===== config.mk =====
export PLATFORM = sky130hd
export DESIGN_NAME = muldiv_unit
export DESIGN_NICKNAME = d
export VERILOG_FILES = /design/src/rtl/muldiv_unit.sv
export SDC_FILE = /design/constraint.sdc
export NUM_CORES = 1
export LEC_CHECK = 0
export CAP_MARGIN = 20
export CORE_UTILIZATION = 51
export CTS_BUF_LIST = sky130_fd_sc_hd__clkbuf_2
export CTS_CLUSTER_DIAMETER = 80
export DETAILED_ROUTE_END_ITERATION = 16
export GPL_TIMING_DRIVEN = 1
export PLACE_DENSITY_LB_ADDON = 0.2
export REMOVE_ABC_BUFFERS = 1
export SYNTH_ARGS = -nofsm -noshare
export SYNTH_HDL_FRONTEND = slang
export SYNTH_SLANG_ARGS = --single-unit

===== constraint.sdc =====
create_clock -name clk -period 4.8 [get_ports clk]
set_clock_uncertainty 0.1 [all_clocks]
set_input_delay 0.96 -clock clk [delete_from_list [all_inputs] [get_ports clk]]
set_output_delay 0.96 -clock clk [all_outputs]
set_load 0.03 [all_outputs]

===== src/rtl/muldiv_unit.sv =====
// Iterative RV32M multiply/divide: shift-add multiply and restoring divide on magnitudes, one bit per cycle.
// Latency XLEN+1 cycles (1 for divide-by-zero / signed overflow); busy stalls the core, starts while busy are dropped.
module muldiv_unit #(
  parameter int XLEN = 32
) (
  input  logic            clk,
  input  logic            rst_n,
  input  logic            start,
  input  logic [2:0]      funct3,
  input  logic [XLEN-1:0] rs1_data,
  input  logic [XLEN-1:0] rs2_data,
  input  logic [4:0]      rd,
  output logic            busy,
  output logic            done,
  output logic            wb_en,
  output logic [4:0]      wb_rd,
  output logic [XLEN-1:0] result
);

  localparam int CW = $clog2(XLEN);

  typedef enum logic [1:0] {
    S_IDLE,
    S_MUL,
    S_DIV,
    S_DONE
  } state_t;

  state_t            state_q, state_d;
  logic [CW-1:0]     cnt_q, cnt_d;
  logic [XLEN-1:0]   acc_q, acc_d;     // product high half / partial remainder
  logic [XLEN-1:0]   lo_q, lo_d;       // multiplier shifting out / dividend shifting into quotient
  logic [XLEN-1:0]   opb_q, opb_d;     // multiplicand / divisor magnitude
  logic [1:0]        op_q, op_d;
  logic              neg_q, neg_d;     // negate product or quotient
  logic              rneg_q, rneg_d;   // negate remainder
  logic [4:0]        rd_lat_q, rd_lat_d;
  logic [4:0]        wb_rd_q, wb_rd_d;
  logic [XLEN-1:0]   result_q, result_d;

  logic              a_signed, b_signed, a_sgn, b_sgn;
  logic [XLEN-1:0]   a_mag, b_mag;
  logic              div_by_zero, div_ovf;
  logic [XLEN:0]     mul_sum;
  logic [2*XLEN-1:0] mul_prod_n, prod_s;
  logic [XLEN:0]     div_shift, div_diff;
  logic              div_ok;
  logic [XLEN-1:0]   div_rem_n, div_quo_n, quo_s, rem_s;

  always_comb begin
    if (funct3[2]) begin
      a_signed = ~funct3[0];
      b_signed = ~funct3[0];
    end else begin
      a_signed = (funct3[1:0] != 2'b11);
      b_signed = ~funct3[1];
    end
    a_sgn = a_signed & rs1_data[XLEN-1];
    b_sgn = b_signed & rs2_data[XLEN-1];
    a_mag = a_sgn ? -rs1_data : rs1_data;
    b_mag = b_sgn ? -rs2_data : rs2_data;
    div_by_zero = (rs2_data == '0);
    div_ovf     = ~funct3[0] & (rs1_data == {1'b1, {(XLEN-1){1'b0}}}) & (rs2_data == '1);

    mul_sum    = {1'b0, acc_q} + (lo_q[0] ? {1'b0, opb_q} : '0);
    mul_prod_n = {mul_sum, lo_q[XLEN-1:1]};
    prod_s     = neg_q ? -mul_prod_n : mul_prod_n;

    div_shift = {acc_q, lo_q[XLEN-1]};
    div_diff  = div_shift - {1'b0, opb_q};
    div_ok    = ~div_diff[XLEN];
    div_rem_n = div_ok ? div_diff[XLEN-1:0] : div_shift[XLEN-1:0];
    div_quo_n = {lo_q[XLEN-2:0], div_ok};
    quo_s     = neg_q ? -div_quo_n : div_quo_n;
    rem_s     = rneg_q ? -div_rem_n : div_rem_n;
  end

  always_comb begin
    state_d  = state_q;
    cnt_d    = cnt_q;
    acc_d    = acc_q;
    lo_d     = lo_q;
    opb_d    = opb_q;
    op_d     = op_q;
    neg_d    = neg_q;
    rneg_d   = rneg_q;
    rd_lat_d = rd_lat_q;
    wb_rd_d  = wb_rd_q;
    result_d = result_q;

    case (state_q)
      S_IDLE: begin
        if (start) begin
          op_d     = funct3[1:0];
          rd_lat_d = rd;
          cnt_d    = '0;
          acc_d    = '0;
          neg_d    = a_sgn ^ b_sgn;
          rneg_d   = a_sgn;
          if (!funct3[2]) begin
            opb_d   = a_mag;
            lo_d    = b_mag;
            state_d = S_MUL;
          end else if (div_by_zero) begin
            // Fixed answers need no iterations: resolve now and report next cycle.
            result_d = funct3[1] ? rs1_data : '1;
            wb_rd_d  = rd;
            state_d  = S_DONE;
          end else if (div_ovf) begin
            result_d = funct3[1] ? '0 : {1'b1, {(XLEN-1){1'b0}}};
            wb_rd_d  = rd;
            state_d  = S_DONE;
          end else begin
            opb_d   = b_mag;
            lo_d    = a_mag;
            state_d = S_DIV;
          end
        end
      end
      S_MUL: begin
        acc_d = mul_prod_n[2*XLEN-1:XLEN];
        lo_d  = mul_prod_n[XLEN-1:0];
        cnt_d = cnt_q + 1'b1;
        if (cnt_q == CW'(XLEN-1)) begin
          result_d = (op_q == 2'b00) ? prod_s[XLEN-1:0] : prod_s[2*XLEN-1:XLEN];
          wb_rd_d  = rd_lat_q;
          state_d  = S_DONE;
        end
      end
      S_DIV: begin
        acc_d = div_rem_n;
        lo_d  = div_quo_n;
        cnt_d = cnt_q + 1'b1;
        if (cnt_q == CW'(XLEN-1)) begin
          result_d = op_q[1] ? rem_s : quo_s;
          wb_rd_d  = rd_lat_q;
          state_d  = S_DONE;
        end
      end
      S_DONE: begin
        state_d = S_IDLE;
      end
      default: begin
        state_d = S_IDLE;
      end
    endcase
  end

  always_ff @(posedge clk) begin
    if (!rst_n) begin
      state_q  <= S_IDLE;
      cnt_q    <= '0;
      acc_q    <= '0;
      lo_q     <= '0;
      opb_q    <= '0;
      op_q     <= '0;
      neg_q    <= 1'b0;
      rneg_q   <= 1'b0;
      rd_lat_q <= '0;
      wb_rd_q  <= '0;
      result_q <= '0;
    end else begin
      state_q  <= state_d;
      cnt_q    <= cnt_d;
      acc_q    <= acc_d;
      lo_q     <= lo_d;
      opb_q    <= opb_d;
      op_q     <= op_d;
      neg_q    <= neg_d;
      rneg_q   <= rneg_d;
      rd_lat_q <= rd_lat_d;
      wb_rd_q  <= wb_rd_d;
      result_q <= result_d;
    end
  end

  assign busy   = (state_q != S_IDLE);
  assign done   = (state_q == S_DONE);
  assign wb_en  = done & (wb_rd_q != 5'd0);
  assign wb_rd  = wb_rd_q;
  assign result = result_q;

endmodule

# ---- Yosys cells after proc, flatten, opt, wreduce, memory -nomap -nowiden
# Cells that the tools add are included.
dict set report word_totals {
  reg_bits 149
  word_cells 105
  inputBits 75
  output_inout_bits 40
}
dict set report classes {
  mux 44
  n_eq_ne 17
  reduce_logical 16
  bitwise 9
  n_addsub 8
}
# operator count
set ops {}
lappend ops {{$mux 32} 24}
lappend ops {{$pmux 32 s3} 3}
lappend ops {{$neg 32->32} 4}
lappend ops {{$eq 32x32->1 const B} 2}
lappend ops {{$mux 64} 1}
lappend ops {{$neg 64->64} 1}
lappend ops {{$add 32x32->33} 1}
lappend ops {{$sub 33x32->33} 1}
lappend ops {{$logic_not 32->1} 1}
lappend ops {{$mux 5} 6}
lappend ops {{$pmux 5 s2} 2}
lappend ops {{$ne 2x2->1 const B} 7}
lappend ops {{$ne 3x3->1 const B} 3}
lappend ops {{$reduce_and 2->1} 4}
lappend ops {{$reduce_and 4->1} 2}
lappend ops {{$mux 2} 3}
lappend ops {{$pmux 2 s3} 1}
lappend ops {{$reduce_and 6->1} 1}
lappend ops {{$add 5x1->5 const B} 1}
lappend ops {{$and 1x1->1} 5}
lappend ops {{$eq 5x5->1 const B} 1}
lappend ops {{$reduce_and 5->1} 1}
lappend ops {{$reduce_bool 5->1} 1}
lappend ops {{$eq 2x2->1 const B} 2}
lappend ops {{9 further kinds} 16}

# ---- Logic depth before layout (Yosys ltp)
dict set report depth {
  word_depth 9
  mapped_depth 24
  mapped_depth_nobuf 18
}

# ---- Worst setup path after synthesis
# Ideal clock, no wire load.
dict set report synth_path {
  kind {register to register}
  startpoint {register lo_q[31]}
  endpoint {register result_q[26], in the netlist result[26]}
  arrival_time_ns 4.875
  slack_ns -0.281
  stages_incl_launch_ff 25
  path_buffers 6
  setup_ns 0.106
  required_time_ns 4.594
  synth_period_minus_slack_ns 5.081
  cell_sequence {dfxtp_1 -> clkbuf_1 -> inv_1 -> ha_1 -> fa_1 -> and2b_1 -> o2111ai_1 -> nand4b_1 -> nand4_1 -> a211o_1 -> o211ai_4 -> buf_4 -> buf_4 -> buf_2 -> buf_2 -> ha_1 -> clkbuf_1 -> inv_1 -> or3_1 -> o31ai_1 -> nand2_1 -> xnor2_1 -> nor2_1 -> a21oi_1 -> o311ai_0}
}
dict set report synth_via {
  elab_chain_cells 7
  elab_cells_between_ends 14
  classes_between {4 x add/sub; 9 x mux; 1 x bitwise}
}
# element line
set synth_lines {}
lappend synth_lines {{from (decl)} 32} ;# logic [XLEN-1:0] lo_q, lo_d;
lappend synth_lines {{from (signal assigned)} 166} ;# lo_q <= lo_d;
lappend synth_lines {{$sub 33x32->33} 70} ;# div_diff = div_shift - {1'b0, opb_q};
lappend synth_lines {{$mux 32 / $not 1->1 (equally long branches)} {72, 71}}
lappend synth_lines {{$neg 32->32, on equally long branches} {75, 74}}
lappend synth_lines {{$mux 32, on equally long branches} {75, 74}}
lappend synth_lines {{$mux 32} 135} ;# result_d = op_q[1] ? rem_s : quo_s;
lappend synth_lines {{$mux 32} 134} ;# if (cnt_q == CW'(XLEN-1)) begin
lappend synth_lines {{$pmux 32 s3 (*)} 91} ;# case (state_q)
lappend synth_lines {{to (signal assigned)} 173} ;# result_q <= result_d;
lappend synth_lines {{to (decl)} 39} ;# logic [XLEN-1:0] result_q, result_d;
# Mark *: on every way between the ends. The rest lies on a longest branch, timed or not. The select of a mux whose other input is x is not followed.
# A chain may end at the register's enable or synchronous reset.

# ---- Worst setup path after layout
# Same ends and word-level chain as after synthesis.

==> reports/metrics.cfg <==
[critical_path]
path_common_cell=buf_4
cp_max_fo=15
critPathTopFamily=compound AO/OA/AOI/OAI gates
r2r-end=result[26]
timing.critical_path.buf_inv=3
crit_path_end_kind=flip-flop
cp.depth=17
criticalPathCategory=reg -> reg
worst_ep_required_time_ps=5480
slowest_stage=or3_4
arrival_ps=5340
critical_path.max_stage_delay_ps=470
rr_startpoint=lo_q[31]
worstRegToRegCells=17
worstPathCellList=inv_1, ha_1, fa_2, and2b_1, o2111ai_1, nand4b_1, nand4_1, buf_4, a211o_1, o211ai_4, buf_4, mux2i_1, or3_4, o41ai_4, xnor2_1, a21oi_1, o311ai_0
cp-startpoint=lo_q[31]
cp-endpoint=result[26]
start_kind=flip-flop
r2r_setup_slack_ps=140

[logic_synthesis]
async_flop_share_pct=0
synth_warnings=0
yosysTopAreaCell=dfxtp_1
ys_types=100
synthesis.area_mm2=0.0172
synth-main-ff-cell=dfxtp_1
netlist_instances=2514
synth_edf_count=0
ys_ff_latch=149
synthTopCellsByArea=dfxtp_1 17%, nand2_1 6.6%, nor2_1 6.5%, o21ai_0 6.0%, a21oi_1 5.7%
synth-seq-area-share_pct=17.3
yosysTopAreaCellShare_pct=17.3
avgSynthCellArea_um2=6.85

[global_routing]
grt_max_degree=74
grt_use_total_pct=39.6
grt_pass1_wl_um=104000
global_route.overflow_total=0
grt_pass1_vias=18000
antenna_found_initial=2

[cells_and_area]
final_common_cell=nand2_1
areaGrowthSynthToFinish_pct=15.8
final_cell_mix=304 x nand2_1, 297 x nor2_1, 201 x o21ai_0
fin_nets=2786
final_cells=3091
final_layout_size_suffix_gt1_share_pct=11.2
final_core_util_pct=60.7

[pwr]
power.total_w=0.00897
seqPwrFrac_pct=22.7
p_int_w=0.00409
p_per_area_mw_per_mm2=450
vdd_ir_drop_max_uv=218
sw_frac_of_total_pct=54.4
netSwitchingPower_w=0.00488
p_clk_share_pct=10.0
combPwrFrac_pct=67.3
total_leakage_power_nw=7.91

[place]
globalplace.congestion=0.996
post-dp-hpwl_um=53600
port_buffers=114
dp.cells=3054

[sta]
min_period_ps=4660
worst_hold_slack_ps=372
max_slew_margin_pct=32.2
worst_slew_pin_slew_ps=1010
finalSetupViolCount=0
final-hold-violation-count=0
slew_violations=0
fmax_mhz=215
finalCritPeriodShare_pct=97.0

[die]
coreArea_mm2=0.0329
die_h_um=186
die_w_um=186
start_util_pct=52.4
io_pins=115
rows=66
die_area_mm2=0.0345

[route]
drcViolationCount=0
drt-vias-per-instance=6.53
first_pass_iters=7
vias=20200
routedWlPerCell_um=22.4
drt_iter0_drc=2400
postRouteAntennaNets=0
drt-total-wl_um=69200

[job]
cap_viol_max_count=0

[min_path]
hp-class=reg -> reg

[outcome]
status=finished, final reports clean

[clocking]
insertion_delay_ps=860
h-tree-depth=4
cts_buffers=17
cts_root_buf=clkbuf_2
cts_sinks=149
tritoncts=built
cts.path.max_buffers=2
clk_pin_slew_ps=250

## stage by stage
step                setup TNS (ps)  cell area [um2]  setup WS, ps
global route                 -75.8            19900         -21.3
detailed placement            -243            19500         -87.1
CTS                              0            19800          69.5
floorplan                    -6440            16500          -518
global placement                 0            19500          7.20
finish                           0            19900           142
## flip-flops by register name, summed over array words and instances (netlist names)
name      cells
acc_q        32
result       32
wb_rd         5
op_q          2
state_q       2
rneg_q        1
lo_q         32
cnt_q         5
rd_lat_q      5
opb_q        32
neg_q         1
## cell usage after synthesis, drive strengths merged (8+ instances only)
library cell  count
nor3             60
mux2i            59
a21oi           197
o21a             13
a211oi           63
nor4             26
a21o             30
or3              28
and2             35
o21ai           215
nor2            298
o221ai           14
and3             21
a211o            12
nand3            43
nand4            28
a2111oi           8
o22ai            15
xor2             86
or2              13
clkbuf          155
o31ai            27
o211ai           32
xnor2           100
nand2b           17
o31a              9
buf              29
a22oi            64
a31oi            26
ha               75
dfxtp           149
or4              20
mux2             22
a221oi           12
inv              80
o41ai            17
nand2           305
## worst min-delay path, delay by kind of cell, from the launching register on
kind | cells | cell delay (ps)
flops | 1 | 370
simple gates | 1 | 50
compound gates | 1 | 50
## layer usage
metal / vias to the layer above / track usage [%] / routed length, um / share of wire, %
met5: - / 0 / 13 / 0.019
met4: 2 / 17.9 / 3030 / 4.4
met3: 167 / 8.12 / 7630 / 11
met2: 1150 / 59.2 / 29300 / 42
met1: 9430 / 54.3 / 29200 / 42
li1: 9421 / - / - / -
## final cells by class
type | count | area [um2]
diodes | 2 | 5.00
clock buffers | 18 | 90.1
clock inverters | 14 | 201
fillers | 3186 | 12900
inverters | 84 | 317
multi-input cells | 2097 | 13300
flip-flops and latches | 149 | 2990
well taps | 442 | 553
repair buffers | 285 | 2460
## cells by family (layout without fill, tap and decap cells)
| kind of cell | count (synthesis) | count (layout) | synth area share [%] |
|---|---|---|---|
| and+or+nand+nor | 932 | 932 | 25.4 |
| AOI/OAI and AO/OA | 820 | 820 | 31.1 |
| buffers and inverters | 268 | 401 | 6.06 |
| xor gates and xnor gates | 186 | 186 | 9.51 |
| DFF | 149 | 149 | 17.3 |
| muxes | 82 | 82 | 5.02 |
| adders and majority gates | 77 | 77 | 5.68 |
| other | 0 | 2 | 0 |
## timing repair
| item | 4_1_cts | 5_1_grt |
|---|---|---|
| cloned | 0 | 0 |
| resized for setup | 1 | 27 |
| hold buffers | 0 | 0 |
| setup endpoints to repair | 1 | 14 |
| pin swaps | 0 | 6 |
| setup buffers | 0 | 3 |
## power groups by stage
stage	Sequential, W	Combinational, W	Clock, W
finish	0.00203	0.00604	0.000900
global route	0.00207	0.00645	0.000950
CTS	0.00200	0.00580	0.000902
detailed placement	0.00203	0.00576	0
global placement	0.00202	0.00570	0
floorplan	0.00211	0.00350	0
## how the worst min path moves through the flow
stage / startpoint / to / cells past startpoint
3_3_place_gp: result[3] / result[3] / 2
2_1_floorplan: opb_q[15] / opb_q[15] / 2
3_5_place_dp: result[3] / result[3] / 2
4_1_cts: result[3] / result[3] / 2
5_1_grt: opb_q[22] / opb_q[22] / 2
6_report: result[3] / result[3] / 2
(Power assumes the default switching activity.)
